**config.mk**
```make
export PLATFORM = sky130hd
export DESIGN_NAME = card_deal_controller
export DESIGN_NICKNAME = d
export VERILOG_FILES = /design/src/rtl/card_deal_pkg.sv /design/src/rtl/card_rr_arbiter.sv /design/src/rtl/card_deal_controller.sv
export SDC_FILE = /design/constraint.sdc
export NUM_CORES = 1
export LEC_CHECK = 0
export BUFFER_PORTS_ARGS = -buffer_cell sky130_fd_sc_hd__buf_2
export CAP_MARGIN = 10
export CORE_MARGIN = 5
export CORE_UTILIZATION = 40
export DETAILED_ROUTE_END_ITERATION = 6
export GPL_ROUTABILITY_DRIVEN = 0
export SETUP_SLACK_MARGIN = 0.05
export SYNTH_ARGS = -nofsm -noshare
export SYNTH_HDL_FRONTEND = slang
export SYNTH_SLANG_ARGS = --single-unit
```
**constraint.sdc**
```tcl
create_clock -name clk_ct_i -period 2.5 [get_ports clk_ct_i]
set_clock_uncertainty 0.15 [all_clocks]
set_input_delay 0.25 -clock clk_ct_i [delete_from_list [all_inputs] [get_ports clk_ct_i]]
set_output_delay 0.25 -clock clk_ct_i [all_outputs]
set_load 0.05 [all_outputs]
```
**src/rtl/card_deal_pkg.sv**
```systemverilog
// card_deal_pkg: shared FSM encodings, requester IDs and shoe defaults for the card deal controller.
package card_deal_pkg;
    typedef logic [1:0] state_t;
    localparam state_t ST_IDLE    = 2'd0;
    localparam state_t ST_REQ     = 2'd1;
    localparam state_t ST_WAIT    = 2'd2;
    localparam state_t ST_DELIVER = 2'd3;
    localparam logic PLAYER = 1'b0;
    localparam logic DEALER = 1'b1;
    localparam int DECK_SIZE_DEF = 52;
endpackage

```
**src/rtl/card_rr_arbiter.sv**
```systemverilog
// card_rr_arbiter: two-requester round-robin; latches the grant id and moves the last-served pointer on completion.
module card_rr_arbiter
    import card_deal_pkg::*;
(
    input  logic clk_i,
    input  logic rst_i,
    input  logic en_i,
    input  logic player_req_i,
    input  logic dealer_req_i,
    input  logic done_i,
    output logic gnt_o,
    output logic gnt_id_o
);
    logic last_q, last_d, id_q, id_d;
    always_comb begin
        gnt_o  = en_i & (player_req_i | dealer_req_i);
        // on a tie the side not served last wins; otherwise the lone requester
        id_d   = gnt_o ? ((player_req_i & dealer_req_i) ? ~last_q : dealer_req_i) : id_q;
        last_d = done_i ? id_q : last_q;
    end
    always_ff @(posedge clk_i) begin
        if (rst_i) begin
            last_q <= DEALER;
            id_q   <= PLAYER;
        end else begin
            last_q <= last_d;
            id_q   <= id_d;
        end
    end
    assign gnt_id_o = id_q;
endmodule

```
**src/rtl/card_deal_controller.sv**
```systemverilog
// card_deal_controller: arbitrates player/dealer card requests, pulses the datapath once per grant,
// waits DP_LAT cycles, returns the captured card with a one-cycle strobe and tracks cards dealt per shoe.
module card_deal_controller
    import card_deal_pkg::*;
#(
    parameter int CARD_W    = 8,
    parameter int DP_LAT    = 1,
    parameter int DECK_SIZE = DECK_SIZE_DEF,
    parameter int CNT_W     = 6
) (
    input  logic              clk_ct_i,
    input  logic              rst_ct_i,
    input  logic              player_req_ct_i,
    input  logic              dealer_req_ct_i,
    input  logic              reshuffle_ct_i,
    input  logic [CARD_W-1:0] card_dp_ct_i,
    output logic              req_card_state_ct_o,
    output logic [CARD_W-1:0] card_ct_o,
    output logic              player_valid_ct_o,
    output logic              dealer_valid_ct_o,
    output logic              busy_ct_o,
    output logic              deck_empty_ct_o,
    output logic [CNT_W-1:0]  cards_dealt_ct_o
);
    localparam int WAIT_W = $clog2(DP_LAT + 1);
    state_t              state_q, state_d;
    logic [WAIT_W-1:0]   wait_q, wait_d;
    logic [CARD_W-1:0]   card_q, card_d;
    logic [CNT_W-1:0]    cnt_q, cnt_d;
    logic                empty_q, empty_d;
    logic                req_q, req_d;
    logic                pv_q, pv_d;
    logic                dv_q, dv_d;
    logic                busy_q, busy_d;
    logic                gnt, gnt_id;

    card_rr_arbiter u_arb (
        .clk_i        (clk_ct_i),
        .rst_i        (rst_ct_i),
        .en_i         (state_q == ST_IDLE && !empty_q),
        .player_req_i (player_req_ct_i),
        .dealer_req_i (dealer_req_ct_i),
        .done_i       (state_q == ST_DELIVER),
        .gnt_o        (gnt),
        .gnt_id_o     (gnt_id)
    );

    always_comb begin
        state_d = state_q;
        wait_d  = wait_q;
        card_d  = card_q;
        cnt_d   = cnt_q;
        case (state_q)
            ST_IDLE:    state_d = gnt ? ST_REQ : ST_IDLE;
            ST_REQ: begin
                state_d = ST_WAIT;
                wait_d  = WAIT_W'(DP_LAT);
            end
            ST_WAIT: begin
                if (wait_q == WAIT_W'(1)) begin
                    card_d  = card_dp_ct_i;
                    state_d = ST_DELIVER;
                end else begin
                    wait_d = wait_q - WAIT_W'(1);
                end
            end
            default: begin
                state_d = ST_IDLE;
                cnt_d   = (cnt_q == CNT_W'(DECK_SIZE)) ? cnt_q : cnt_q + CNT_W'(1);
            end
        endcase
        // a reshuffle overrides any increment landing on the same edge
        cnt_d   = reshuffle_ct_i ? '0 : cnt_d;
        empty_d = cnt_d == CNT_W'(DECK_SIZE);
        req_d   = state_d == ST_REQ;
        pv_d    = state_d == ST_DELIVER && gnt_id == PLAYER;
        dv_d    = state_d == ST_DELIVER && gnt_id == DEALER;
        busy_d  = state_d != ST_IDLE;
    end

    always_ff @(posedge clk_ct_i) begin
        if (rst_ct_i) begin
            state_q <= ST_IDLE;
            wait_q  <= '0;
            card_q  <= '0;
            cnt_q   <= '0;
            empty_q <= 1'b0;
            req_q   <= 1'b0;
            pv_q    <= 1'b0;
            dv_q    <= 1'b0;
            busy_q  <= 1'b0;
        end else begin
            state_q <= state_d;
            wait_q  <= wait_d;
            card_q  <= card_d;
            cnt_q   <= cnt_d;
            empty_q <= empty_d;
            req_q   <= req_d;
            pv_q    <= pv_d;
            dv_q    <= dv_d;
            busy_q  <= busy_d;
        end
    end

    assign req_card_state_ct_o = req_q;
    assign card_ct_o           = card_q;
    assign player_valid_ct_o   = pv_q;
    assign dealer_valid_ct_o   = dv_q;
    assign busy_ct_o           = busy_q;
    assign deck_empty_ct_o     = empty_q;
    assign cards_dealt_ct_o    = cnt_q;
endmodule

```
# ---- Yosys cells after proc, flatten, opt, wreduce, memory -nomap -nowiden
# Cells that the tools add are included.
dict set report classes {
  n_eq_ne 7
  bitwise 5
  muxes 9
  n_addsub 2
  n_reduce_logical 9
}
# cell n
set op_table {}
lappend op_table {{$mux W6} 3}
lappend op_table {{$eq A6 B6 Y1 const B} 2}
lappend op_table {{$add A6 B1 Y6 const B} 1}
lappend op_table {{$eq A2 B2 Y1 const B} 3}
lappend op_table {{$pmux W2 S3} 1}
lappend op_table {{$eq A2 B1 Y1 const B} 2}
lappend op_table {{$reduce_bool A2 Y1} 2}
lappend op_table {{$logic_and A1 B1 Y1} 3}
lappend op_table {{$mux W1} 3}
lappend op_table {{$reduce_or A3 Y1} 1}
lappend op_table {{$and A1 B1 Y1} 2}
lappend op_table {{$logic_not A2 Y1} 1}
lappend op_table {{$mux W2} 1}
lappend op_table {{$not A1 Y1} 2}
lappend op_table {{$pmux W1 S2} 1}
lappend op_table {{$reduce_and A2 Y1} 1}
lappend op_table {{$logic_not A1 Y1} 1}
lappend op_table {{$or A1 B1 Y1} 1}
lappend op_table {{$sub A1 B1 Y1 const B} 1}
dict set report word_totals {
  regBits 24
  in_bits 13
  elab_cells 43
  out_inout_bits 19
}

# ---- Logic depth before layout (Yosys ltp)
# Gate-level depths: netlist (run 1).
dict set report logic_depth {
  depth_word 7
  mapped_depth 6
  ltp_nobuf 6
}

# ---- Hierarchy
# A second synthesis (run 1) with hierarchy kept.
dict set report unflattened {
  cells_unflattened 117
  hier_area_um2 1067.3
}
# module area_per_inst_um2 cells_per_inst n_inst seq_area_each_um2
set modules_own_cells {}
lappend modules_own_cells {card_deal_controller 984.7 108 1 440.4}
lappend modules_own_cells {card_rr_arbiter 82.6 9 1 40.0}

# ---- Worst setup path after synthesis (run 1)
# OpenSTA, ideal clock, no wires.
dict set report synth_path {
  path_kind {reg2reg}
  from {reg cnt_q[0] (netlist: cards_dealt_ct_o[0])}
  to {reg cnt_q[3] (netlist: cards_dealt_ct_o[3])}
  path_stages_with_launch 7
  setup_ps 66
  period_less_slack_ps 1955
  arrival_time_ps 1739
  setup_slack_ps 545
  path_buffers 0
  required_time_ps 2284
  cell_sequence {dfxtp_1 -> inv_1 -> ha_1 -> nand3_1 -> nor2_2 -> or3_1 -> a21oi_2}
}
dict set report synth_between {
  elab_chain_cells 4
  elab_cells_between_ends 5
  cone_classes {add/sub (1); eq/ne (1); mux (3)}
}
# element line
set synth_lines {}
lappend synth_lines {{start: declaration} card_deal_controller.sv:29} ;# logic [CNT_W-1:0] cnt_q, cnt_d;
lappend synth_lines {{start signal: assignment} card_deal_controller.sv:96} ;# cnt_q <= cnt_d;
lappend synth_lines {{$add A6 B1 Y6 or $eq A6 B6 Y1 (tied branches)} card_deal_controller.sv:69} ;# cnt_d = (cnt_q == CNT_W'(DECK_SIZE)) ? cnt_q : cnt_q + CNT_W'(1);
lappend synth_lines {{$mux W6 *} card_deal_controller.sv:69}
lappend synth_lines {{$mux W6 *} card_deal_controller.sv:53} ;# case (state_q)
lappend synth_lines {{$mux W6 *} card_deal_controller.sv:73} ;# cnt_d = reshuffle_ct_i ? '0 : cnt_d;
# Mark *: on every way between the ends. The rest lies on a longest branch, timed or not.
# A chain may end at the register's enable or synchronous reset.

# ---- Worst setup path in the final report (run 1)
dict set report layout_path {
  from {reg state_q[1]}
  to {reg empty_q (netlist: deck_empty_ct_o)}
}
dict set report layout_between {
  elab_chain_cells 5
  elab_cells_between_ends 7
  cone_classes {eq/ne (3); mux (2); reduce/logical (2)}
}
# element line
set layout_lines {}
lappend layout_lines {{start: declaration} card_deal_controller.sv:26} ;# state_t state_q, state_d;
lappend layout_lines {{start signal: assignment} card_deal_controller.sv:93} ;# state_q <= state_d;
lappend layout_lines {{$eq A2 B2 Y1, or another cell as far along} card_deal_controller.sv:53}
lappend layout_lines {{$reduce_or A3 Y1 (no line) *} n/a}
lappend layout_lines {{$mux W6 *} card_deal_controller.sv:53}
lappend layout_lines {{$mux W6 *} card_deal_controller.sv:73}
lappend layout_lines {{$eq A6 B6 Y1 *} card_deal_controller.sv:74} ;# empty_d = cnt_d == CNT_W'(DECK_SIZE);
lappend layout_lines {{end signal: assignment} card_deal_controller.sv:97} ;# empty_q <= empty_d;
lappend layout_lines {{end: declaration} card_deal_controller.sv:30} ;# logic empty_q, empty_d;
# Marked as above.

==> results.yml, run 1 <==
clocking:
  clk_transition_reported_paths_ns: 0.13
  cts_repair_resize_count: 0
  max-clock-path-buffers: 2
  tritoncts_clock_tree: "yes"
  cts_hold_buf: 0
  cts_setup_buffers: 0
  tritoncts.num_buffers: 3
  cts.sinks: 24
  cts-root-buf: "sky130_fd_sc_hd__clkbuf_4"
  cts-htree-levels: 1
  worst_skew_pair.late_latency_ns: 0.30
yosys:
  synthesis.area_per_instance_um2: 8.52
  synthDistinctLibCells: 35
  yosysTopAreaCell: "sky130_fd_sc_hd__dfxtp_1"
  netlist_top_cells_count: "sky130_fd_sc_hd__dfxtp_1 (24), sky130_fd_sc_hd__nand2_1 (14), sky130_fd_sc_hd__a21oi_1 (12)"
  synth_enable_flop_cells: 0
  syn-instance-count: 128
  synthMostInstantiatedCell: "sky130_fd_sc_hd__dfxtp_1"
  post_synth_instance_area_um2: 1090
  ys.warnings.count: 0
  synth_sequential_area_ratio_pct: 44.0
  postSynth.asyncResetShare_pct: 0
  synthesis.nets: 147
  synth.top_cells.by_area: "sky130_fd_sc_hd__dfxtp_1 (44%), sky130_fd_sc_hd__ha_1 (6.9%), sky130_fd_sc_hd__a21oi_1 (5.5%)"
  yosysTopAreaCellShare_pct: 44.0
  postSynth.topFlopCell: "sky130_fd_sc_hd__dfxtp_1"
  ys_seq_elements: 24
critical_path:
  regToRegStartpoint: "state_q[1]"
  regToRegSetupSlack_ns: 0.80
  timing.reg2reg.worst_path_depth: 5
  critPathMostFrequentCell: "sky130_fd_sc_hd__a21oi_1"
  critical_path_buf_inv_count: 0
  r2r-end: "deck_empty_ct_o"
  crit_path_end_kind: "flip-flop"
  timing.critical_path.slowest_stage_cell: "sky130_fd_sc_hd__dfxtp_1"
  critical_path_peak_fanout: 10
  timing.critical_path.arrival_ns: 1.75
  startpoint_type: "flip-flop"
  critPathKind: "reg -> reg"
  worst_path_dominant_cell_family: "flip-flops"
  path_cells: "ha_1 -> and3_1 -> a21oi_1 -> o31ai_1 -> a21oi_1"
  worst_ep_required_time_ns: 2.55
  slowest_delay_ns: 0.44
cells_and_area:
  layout-drive-gt1-share_pct: 24.8
  seqCellArea_um2: 480
  diodes: 0
  n_fill_cell: 281
  final_net_count: 177
  fin_cells: 188
  areaGrowthSynthToFinish_pct: 18.6
  multiInputGateArea_um2: 561
grt:
  grt_overflow_total: 0
  grt_usage_pct: 11.5
  global_route_wire_length_before_repair_mm: 3.75
  pin_count_of_the_biggest_net_entering_global_routing: 17
  number_of_antenna_violations_at_the_first_check_in_global_routing: 0
  first_global_vias: 863
sta:
  finalSetupViolCount: 0
  post-route-period-util_pct: 68.1
  finalMaxSlewViolations: 0
  timing.slew.headroom_pct: 75.1
  finalHoldViolations: 0
  setup-tns-final_ns: 0
  worstMarginPinSlew_ns: 0.373
  grt_setup_unrepaired: "false"
  clock.fmax_ghz: 0.588
  period_needed_ns: 1.70
  timing.final.ws_setup_ns: 0.798
outcome:
  run_status: "complete, no violations"
detailed_routing:
  post-route-drc-count: 0
  post_drt_via_cell_ratio: 5.21
  route.detailed.wl_per_inst_um: 11.8
  drtIter0Drc: 35
  drt_pass1_iterations: 5
  ant_nets: 0
  via_count: 979
  totalWireLength_mm: 2.22
power_and_ir_drop:
  net_switching_power_of_the_design_mw: 0.205
  p_leak_nw: 0.587
  power.internal_mw: 0.528
  switching_share_pct: 28.0
  vdd_ir_drop_max_v: 0.000318
  combinationalPowerShare_pct: 16.0
  total_power_mw: 0.733
  clock_share_of_power_pct: 26.9
  share_of_power_burned_in_registers_pct: 57.1
  powerDensity_nw_per_um2: 567
placement:
  dp_worst_setup_slack_ns: 0.818
  numPlacedInstances: 184
  buffer_ports.inserted: 31
  place.detailed.hpwl_mm: 1.68
worst_hold_path:
  hold_start: "card_dp_ct_i[0]"
  worst_hold_path.num_cells: 3
  hold_path_class: "in -> reg"
  hold-path-endpoint: "card_ct_o[0]"
floorplan:
  placeableCoreArea_um2: 2690
  die_area_um2: 3870
  dieWidth_um: 62.2
  floorplan.rows: 19
  design.portCount: 32
  die_height_um: 62.2
  floorplan.initialDensity_pct: 40.6
job:
  max_cap_violations: 0
==> power groups by stage <==
stage          Sequential, mW  Combinational [mW]  Clock, mW
2_1_floorplan           0.456              0.0589          0
3_3_place_gp            0.427               0.118          0
6_report                0.419               0.117      0.197
5_1_grt                 0.422               0.129      0.222
4_1_cts                 0.419               0.119      0.205
3_5_place_dp            0.428               0.119          0
==> sequential cells by signal (all words and copies together), names as in the netlist <==
register / count
wait_q: 1
cards_dealt_ct_o: 6
deck_empty_ct_o: 1
dealer_valid_ct_o: 1
busy_ct_o: 1
player_valid_ct_o: 1
state_q: 2
u_arb.gnt_id_o: 1
req_card_state_ct_o: 1
u_arb.last_q: 1
card_ct_o: 8
==> logic make-up after synthesis <==
family / Yosys count / share of synthesized area (%)
and+or+nand+nor: 54 / 25.5
AOI/OAI and AO/OA: 27 / 14.8
DFF: 24 / 44.0
buffers and inverters: 12 / 4.59
adders and majority gates: 6 / 6.88
xor gates and xnor gates: 3 / 2.41
muxes: 2 / 1.83
==> final cells by class <==
| type | instances | area share (%) |
|---|---|---|
| flip-flops and latches | 24 | 37.1 |
| multi-input cells | 92 | 43.3 |
| well taps | 31 | 3.00 |
| repair buffers | 31 | 12.0 |
| clock buffers | 4 | 2.80 |
| inverters | 6 | 1.74 |
==> through the flow <==
step	instance area, µm²	hold WS, ns	utilization, %
after CTS	1290	0.0417	48.2
after global routing	1290	0.0445	48.2
after global placement	1260	0.289	46.8
after floorplan	1090	0.169	-
after detailed placement	1260	0.293	46.8
final	1290	0.0462	48.2
==> placed cells by master, fill, tap and decap left out, types with 3 or more instances in the layout <==
master	netlist	routed
sky130_fd_sc_hd__a21oi_1	12	12
sky130_fd_sc_hd__clkbuf_4	0	3
sky130_fd_sc_hd__nor2_1	9	9
sky130_fd_sc_hd__nor3_1	4	4
sky130_fd_sc_hd__ha_1	6	6
sky130_fd_sc_hd__dfxtp_1	24	24
sky130_fd_sc_hd__o21ai_0	3	3
sky130_fd_sc_hd__o21ai_1	3	3
sky130_fd_sc_hd__nand2_1	14	14
sky130_fd_sc_hd__nand3_1	11	11
sky130_fd_sc_hd__nand4_1	3	3
sky130_fd_sc_hd__inv_1	6	6
sky130_fd_sc_hd__buf_2	4	31
==> how the worst max path moves through the flow <==
stage                        startpoint                  end  slack [ns]  cells past startpoint
floorplan           cards_dealt_ct_o[0]  cards_dealt_ct_o[3]        0.54                      6
global placement             state_q[1]      deck_empty_ct_o        0.85                      5
detailed placement           state_q[1]      deck_empty_ct_o        0.82                      5
CTS                          state_q[1]      deck_empty_ct_o        0.79                      5
global route        cards_dealt_ct_o[1]      deck_empty_ct_o        0.65                      5
finish                       state_q[1]      deck_empty_ct_o        0.80                      5
==> worst register-to-register path, stage by stage, from the launching register on <==
cell	delay, ns
sky130_fd_sc_hd__dfxtp_1	0.44
sky130_fd_sc_hd__ha_1	0.39
sky130_fd_sc_hd__and3_1	0.27
sky130_fd_sc_hd__a21oi_1	0.08
sky130_fd_sc_hd__o31ai_1	0.22
sky130_fd_sc_hd__a21oi_1	0.06
==> layer usage <==
metal,wire (µm),GRT usage (%)
met1,1000,13.0
met5,0,0
met4,20,4.88
met2,1050,19.8
met3,144,3.42
Power figures use the tool's default switching activity.
==> inputs of run 2 (changes only) <==
- ABC_AREA: not set -> 1
- PLACE_DENSITY: not set -> 0.67
- clock period: 2.5 -> 1.5 ns (I/O delays scaled with it)
==> run 2 against run 1 <==
  * The flow now finishes with violations (negative setup slack)
  * Global-route usage is 4.6 points higher
  * Count of clock-buffer cells in the layout stayed put
  * Final area is 30% higher
  * Clock power is 47% higher
  * Critical path type unchanged
  * Worst setup slack worse by 0.86 ns
  * Final cell count is 24% higher
  * Register-to-register slack worse by 0.86 ns
==> results.yml, run 2 <==
detailed_routing:
  post_drt_via_cell_ratio: 4.70
  totalWireLength_mm: 2.79
  met2RoutedLength_mm: 1.42
  drt_pass1_iterations: 4
  drtIter0Drc: 69
  via_count: 1099
  route.detailed.wl_per_inst_um: 11.9
  routed.top_layer: "met4"
  routed-wl-met3_um: 172
  ant_nets: 0
  met1Wirelength_mm: 1.18
  post-route-drc-count: 0
power_and_ir_drop:
  vdd_ir_drop_max_v: 0.000727
  powerDensity_nw_per_um2: 798
  p_leak_nw: 0.808
yosys:
  synth_compound_gate_area_share_pct: 8.59
  synthesis.nets: 159
  postSynth.asyncResetShare_pct: 0
  synth_simple_gate_area_share_pct: 30.4
  synthMostInstantiatedCell: "sky130_fd_sc_hd__nor2_1"
  synthXorXnorAreaFrac_pct: 0.835
  yosysTopAreaCellShare_pct: 45.8
  yosysTopAreaCell: "sky130_fd_sc_hd__dfxtp_1"
  synth_sequential_area_ratio_pct: 45.8
  ys.warnings.count: 0
  adder_and_majority_gate_portion_of_the_synthesized_area_pct: 7.16
  synthDistinctLibCells: 20
  synthesis.area_per_instance_um2: 7.49
  postSynth.topFlopCell: "sky130_fd_sc_hd__dfxtp_1"
  syn-instance-count: 140
  combinational_family_with_the_most_area_after_synthesis: "simple AND/OR/NAND/NOR gates"
  synth.top_cells.by_area: "sky130_fd_sc_hd__dfxtp_1 (46%), sky130_fd_sc_hd__nor2_1 (11%), sky130_fd_sc_hd__nand2_1 (7.9%)"
  post_synth_instance_area_um2: 1050
  ys_seq_elements: 24
  synth_enable_flop_cells: 0
  netlist_top_cells_count: "sky130_fd_sc_hd__nor2_1 (31), sky130_fd_sc_hd__dfxtp_1 (24), sky130_fd_sc_hd__nand2_1 (22)"
  muxShareOfSynthArea_pct: 0
cells_and_area:
  n_fill_cell: 199
  diodes: 0
  final_net_count: 224
  finalInstanceArea_um2: 1690
  layout-drive-gt1-share_pct: 49.0
  largest_reg_flops: 8
  most_common_cell_after_layout_fill_and_taps_aside: "sky130_fd_sc_hd__buf_2"
  final_cell_mix: "sky130_fd_sc_hd__buf_2 (31), sky130_fd_sc_hd__nor2_1 (23), sky130_fd_sc_hd__nand2_1 (17), sky130_fd_sc_hd__buf_4 (17), sky130_fd_sc_hd__dfxtp_1 (16)"
  areaGrowthSynthToFinish_pct: 61.0
grt:
  number_of_antenna_violations_at_the_first_check_in_global_routing: 0
  pin_count_of_the_biggest_net_entering_global_routing: 14
  global_route_wire_length_before_repair_mm: 4.57
  grt_usage_pct: 16.1
  first_global_vias: 1108
  grt_overflow_total: 0
worst_hold_path:
  hold-path-endpoint: "card_ct_o[1]"
  worst_hold_path.num_cells: 2
  hold_start: "card_ct_o[1]"
  hold_path_class: "reg -> reg"
critical_path:
  critical_path_peak_fanout: 5
  regToRegSetupSlack_ns: -0.06
  crit_path_end_kind: "flip-flop"
  critPathKind: "reg -> reg"
  worst_ep_required_time_ns: 1.57
  timing.critical_path.arrival_ns: 1.63
  regToRegStartpoint: "state_q[0]"
  startpoint_type: "flip-flop"
  timing.reg2reg.worst_path_depth: 9
  r2r-end: "deck_empty_ct_o"
outcome:
  failed_checks: "negative setup slack"
  run_status: "complete, but fails checks"
clocking:
  tritoncts.num_buffers: 3
  cts-htree-levels: 1
  cts.sinks: 24
  worst_skew_pair.late_latency_ns: 0.31
  cts-root-buf: "sky130_fd_sc_hd__clkbuf_4"
  tritoncts_clock_tree: "yes"
  clk_transition_reported_paths_ns: 0.13
  max-clock-path-buffers: 2
floorplan:
  floorplan.rows: 18
  design.portCount: 32
  dieWidth_um: 61.2
  die_area_um2: 3750
  die_height_um: 61.2
  placeableCoreArea_um2: 2500
  floorplan.initialDensity_pct: 41.9
sta:
  period_needed_ns: 1.56
  post-route-period-util_pct: 104
  clock.fmax_ghz: 0.641
  timing.slew.headroom_pct: 80.1
  grt_setup_unrepaired: "true"
  setup-tns-final_ns: -0.0597
  finalMaxSlewViolations: 0
  finalSetupViolCount: 1
  finalHoldViolations: 0
  timing.final.ws_setup_ns: -0.0597
  worstMarginPinSlew_ns: 0.297
placement:
  buffer_ports.inserted: 31
  placed_area_um2: 1260
  place.detailed.hpwl_mm: 1.78
job:
  max_cap_violations: 0
run 2: per-layer routing:
| layer | GRT usage [%] | vias up |
|---|---|---|
| li1 | - | 569 |
| met1 | 17.6 | 494 |
| met2 | 30.8 | 34 |
| met3 | 3.98 | 2 |
| met4 | 3.72 | 0 |
| met5 | 0 | - |
run 2: how the worst max path moves through the flow:
stage / startpoint / end / cells after the start
2_1_floorplan: cards_dealt_ct_o[0] / deck_empty_ct_o / 10
3_3_place_gp: state_q[0] / deck_empty_ct_o / 7
3_5_place_dp: state_q[0] / deck_empty_ct_o / 7
4_1_cts: state_q[0] / deck_empty_ct_o / 10
5_1_grt: state_q[0] / deck_empty_ct_o / 10
6_report: state_q[0] / deck_empty_ct_o / 9
run 2: per-stage QoR:
step	util [%]	setup slack (ns)	hold slack, ns	std cells	total power [mW]
global route	67.5	-0.118	0.362	234	1.43
finish	67.5	-0.0597	0.329	234	1.35
detailed placement	50.6	-0.0456	0.200	202	0.928
global placement	50.6	-0.00372	0.201	202	0.921
CTS	62.5	0.0229	0.344	227	1.33
floorplan	-	0.0650	0.0689	140	0.859
run 2: kinds of logic after synthesis:
logic type                 count (synthesis)
and+or+nand+nor                           73
DFF                                       24
adders and majority gates                  6
AOI/OAI and AO/OA                         17
buffers and inverters                     19
xor gates and xnor gates                   1
run 2: layout make-up:
| cell class | count | area (µm²) | share of cell area (%) |
|---|---|---|---|
| clock buffer | 4 | 26.3 | 1.56 |
| timing repair buffer | 62 | 434 | 25.7 |
| tap | 30 | 37.5 | 2.22 |
| multi-input combinational | 97 | 617 | 36.5 |
| inverter | 17 | 72.6 | 4.30 |
| sequential | 24 | 500 | 29.7 |
run 2: worst max-delay path, stage by stage (launching register included):
cell	delay (ns)
sky130_fd_sc_hd__dfxtp_4	0.38
sky130_fd_sc_hd__buf_4	0.14
sky130_fd_sc_hd__ha_4	0.18
sky130_fd_sc_hd__buf_4	0.13
sky130_fd_sc_hd__nand3_1	0.12
sky130_fd_sc_hd__nand2_1	0.09
sky130_fd_sc_hd__nor2_1	0.13
sky130_fd_sc_hd__nor2_2	0.04
sky130_fd_sc_hd__nand2_1	0.06
sky130_fd_sc_hd__nor2_2	0.03
run 2: timing repair:
item	CTS	global route
hold buffers	12	0
endpoints found under the setup margin	14	17
cloned	0	0
gates resized for setup	23	22
setup buffers	9	7
hold endpoints to repair	13	0
pin swaps	7	14
run 2: where the power goes:
part / switching (mW) / internal, mW / leakage (nW)
combinational: 0.198 / 0.160 / 0.593
clock: 0.185 / 0.104 / 0.0150
sequential: 0.0298 / 0.669 / 0.200
total: 0.413 / 0.934 / 0.808
==> inputs of run 3 (changes only) <==
- CTS_BUF_LIST: not set -> sky130_fd_sc_hd__clkbuf_8 sky130_fd_sc_hd__clkbuf_16
==> run 3 against run 2 <==
  * The run ends with negative hold slack, negative setup slack left
  * Critical path depth unchanged
  * Combinational power shrank 3%
  * Via count fell by 2.7%
  * Flip-flop and latch count stayed put
  * Wire length is 4.4% lower
  * Sequential share of layout area up 1.4 points
  * Count of clock-buffer cells in the layout fell by 1
  * First-iteration DRC count decreased by 4.3%
  * Fmax increased by 3.7%
==> results.yml, run 3 (same netlist as run 2, synthesis figures left out) <==
grt:
  global_route_wire_length_before_repair_mm: 4.51
  grt_overflow_total: 0
  number_of_antenna_violations_at_the_first_check_in_global_routing: 0
  first_global_vias: 1061
  pin_count_of_the_biggest_net_entering_global_routing: 14
  grt_usage_pct: 16.0
sta:
  period_needed_ns: 1.50
  finalHoldViolations: 1
  finalSetupViolCount: 1
  hold_ws_ns: -0.000542
  grt_setup_unrepaired: "true"
  finalMaxSlewViolations: 0
  timing.final.ws_setup_ns: -0.00458
  post-route-period-util_pct: 100
  timing.slew.headroom_pct: 79.0
  clock.fmax_ghz: 0.665
  setup-tns-final_ns: -0.00458
  worstMarginPinSlew_ns: 0.314
critical_path:
  startpoint_type: "flip-flop"
  r2r-end: "deck_empty_ct_o"
  crit_path_end_kind: "flip-flop"
  timing.reg2reg.worst_path_depth: 9
  timing.critical_path.arrival_ns: 1.52
  worst_ep_required_time_ns: 1.51
  regToRegStartpoint: "state_q[1]"
  critPathKind: "reg -> reg"
  critical_path_peak_fanout: 5
  regToRegSetupSlack_ns: -0.005
cells_and_area:
  areaGrowthSynthToFinish_pct: 53.8
  most_common_cell_after_layout_fill_and_taps_aside: "sky130_fd_sc_hd__buf_2"
  largest_reg_flops: 8
  diodes: 0
  final_cell_mix: "sky130_fd_sc_hd__buf_2 (31), sky130_fd_sc_hd__nor2_1 (25), sky130_fd_sc_hd__nand2_1 (18), sky130_fd_sc_hd__buf_4 (18), sky130_fd_sc_hd__dfxtp_1 (16)"
  fin_cells: 226
  final_net_count: 216
  layout-drive-gt1-share_pct: 49.0
outcome:
  failed_checks: "negative hold slack, negative setup slack"
  run_status: "complete, but fails checks"
floorplan:
  dieWidth_um: 61.2
  die_area_um2: 3750
  floorplan.initialDensity_pct: 41.9
  placeableCoreArea_um2: 2500
  die_height_um: 61.2
  floorplan.rows: 18
  design.portCount: 32
worst_hold_path:
  hold_path_class: "in -> reg"
  worst_hold_path.num_cells: 3
  hold_start: "card_dp_ct_i[2]"
  hold-path-endpoint: "card_ct_o[2]"
clocking:
  worst_skew_pair.late_latency_ns: 0.26
  max-clock-path-buffers: 2
  tritoncts.num_buffers: 3
  clk_transition_reported_paths_ns: 0.08
  cts.sinks: 24
  tritoncts_clock_tree: "yes"
  cts-htree-levels: 1
  cts-root-buf: "sky130_fd_sc_hd__clkbuf_8"
detailed_routing:
  via_count: 1069
  totalWireLength_mm: 2.67
  drt_pass1_iterations: 4
  post_drt_via_cell_ratio: 4.73
  drtIter0Drc: 66
  ant_nets: 0
  route.detailed.wl_per_inst_um: 11.8
  post-route-drc-count: 0
placement:
  dp_worst_setup_slack_ns: -0.0456
  place.detailed.hpwl_mm: 1.78
  buffer_ports.inserted: 31
  numPlacedInstances: 202
power_and_ir_drop:
  powerDensity_nw_per_um2: 885
  total_power_mw: 1.43
  vdd_ir_drop_max_v: 0.000769
  p_leak_nw: 0.788
job:
  max_cap_violations: 0
[run 3: cell types whose count changed in the layout (fill, tap and decap cells not counted), sizes merged]
cell,before,now
dlygate4sd3,12,4
clkbuf,4,3
inv,16,17
[run 3: worst max-delay path, stage by stage (launching register included)]
cell and delay (ns):
sky130_fd_sc_hd__dfxtp_4 0.37, sky130_fd_sc_hd__buf_4 0.14, sky130_fd_sc_hd__ha_4 0.18, sky130_fd_sc_hd__buf_4 0.13, sky130_fd_sc_hd__nand3_2 0.08, sky130_fd_sc_hd__nand2_1 0.08
sky130_fd_sc_hd__nor2_1 0.13, sky130_fd_sc_hd__nor2_2 0.04, sky130_fd_sc_hd__nand2_1 0.07, sky130_fd_sc_hd__nor2_2 0.04
[run 3: repair_timing]
action | CTS | global route
gates resized for setup | 26 | 14
pin swaps | 10 | 9
setup endpoints to repair | 12 | 17
cloned | 0 | 0
hold buffers | 4 | 0
endpoints found under the hold margin | 4 | 0
setup buffers | 11 | 5
[run 3: cell type report]
type | instances | area (µm²)
Sequential cell | 24 | 500
Multi-Input combinational cell | 97 | 604
Fill cell | 216 | 887
Clock inverter | 1 | 3.75
Tap cell | 30 | 37.5
Inverter | 17 | 75.1
Clock buffer | 3 | 41.3
Timing Repair Buffer | 54 | 350
[run 3: how the worst max path moves through the flow]
stage	to	startpoint	slack [ns]	cells after the start
6_report	deck_empty_ct_o	state_q[1]	-0.005	9
5_1_grt	deck_empty_ct_o	state_q[0]	-0.10	10
4_1_cts	deck_empty_ct_o	state_q[1]	0.03	9
3_5_place_dp	deck_empty_ct_o	state_q[0]	-0.05	7
3_3_place_gp	deck_empty_ct_o	state_q[0]	-0.004	7
2_1_floorplan	deck_empty_ct_o	cards_dealt_ct_o[0]	0.07	10
[run 3: per-layer routing]
layer | global-route usage [%] | vias up | wire (µm)
li1 | - | 547 | -
met1 | 18.8 | 491 | 1140
met2 | 28.5 | 27 | 1330
met3 | 4.61 | 4 | 179
met4 | 4.02 | 0 | 17
met5 | 0 | - | 0
[run 3: power breakdown]
| group | leakage [nW] | internal [mW] | switching [mW] |
|---|---|---|---|
| Clock | 0.0269 | 0.183 | 0.197 |
| Combinational | 0.561 | 0.151 | 0.198 |
| Sequential | 0.200 | 0.669 | 0.0299 |
[run 3: stage by stage]
stage | util (%) | cell area (µm²)
global placement | 50.6 | 1260
CTS | 61.3 | 1530
floorplan | - | 1060
detailed placement | 50.6 | 1260
finish | 64.5 | 1610
global route | 64.5 | 1610
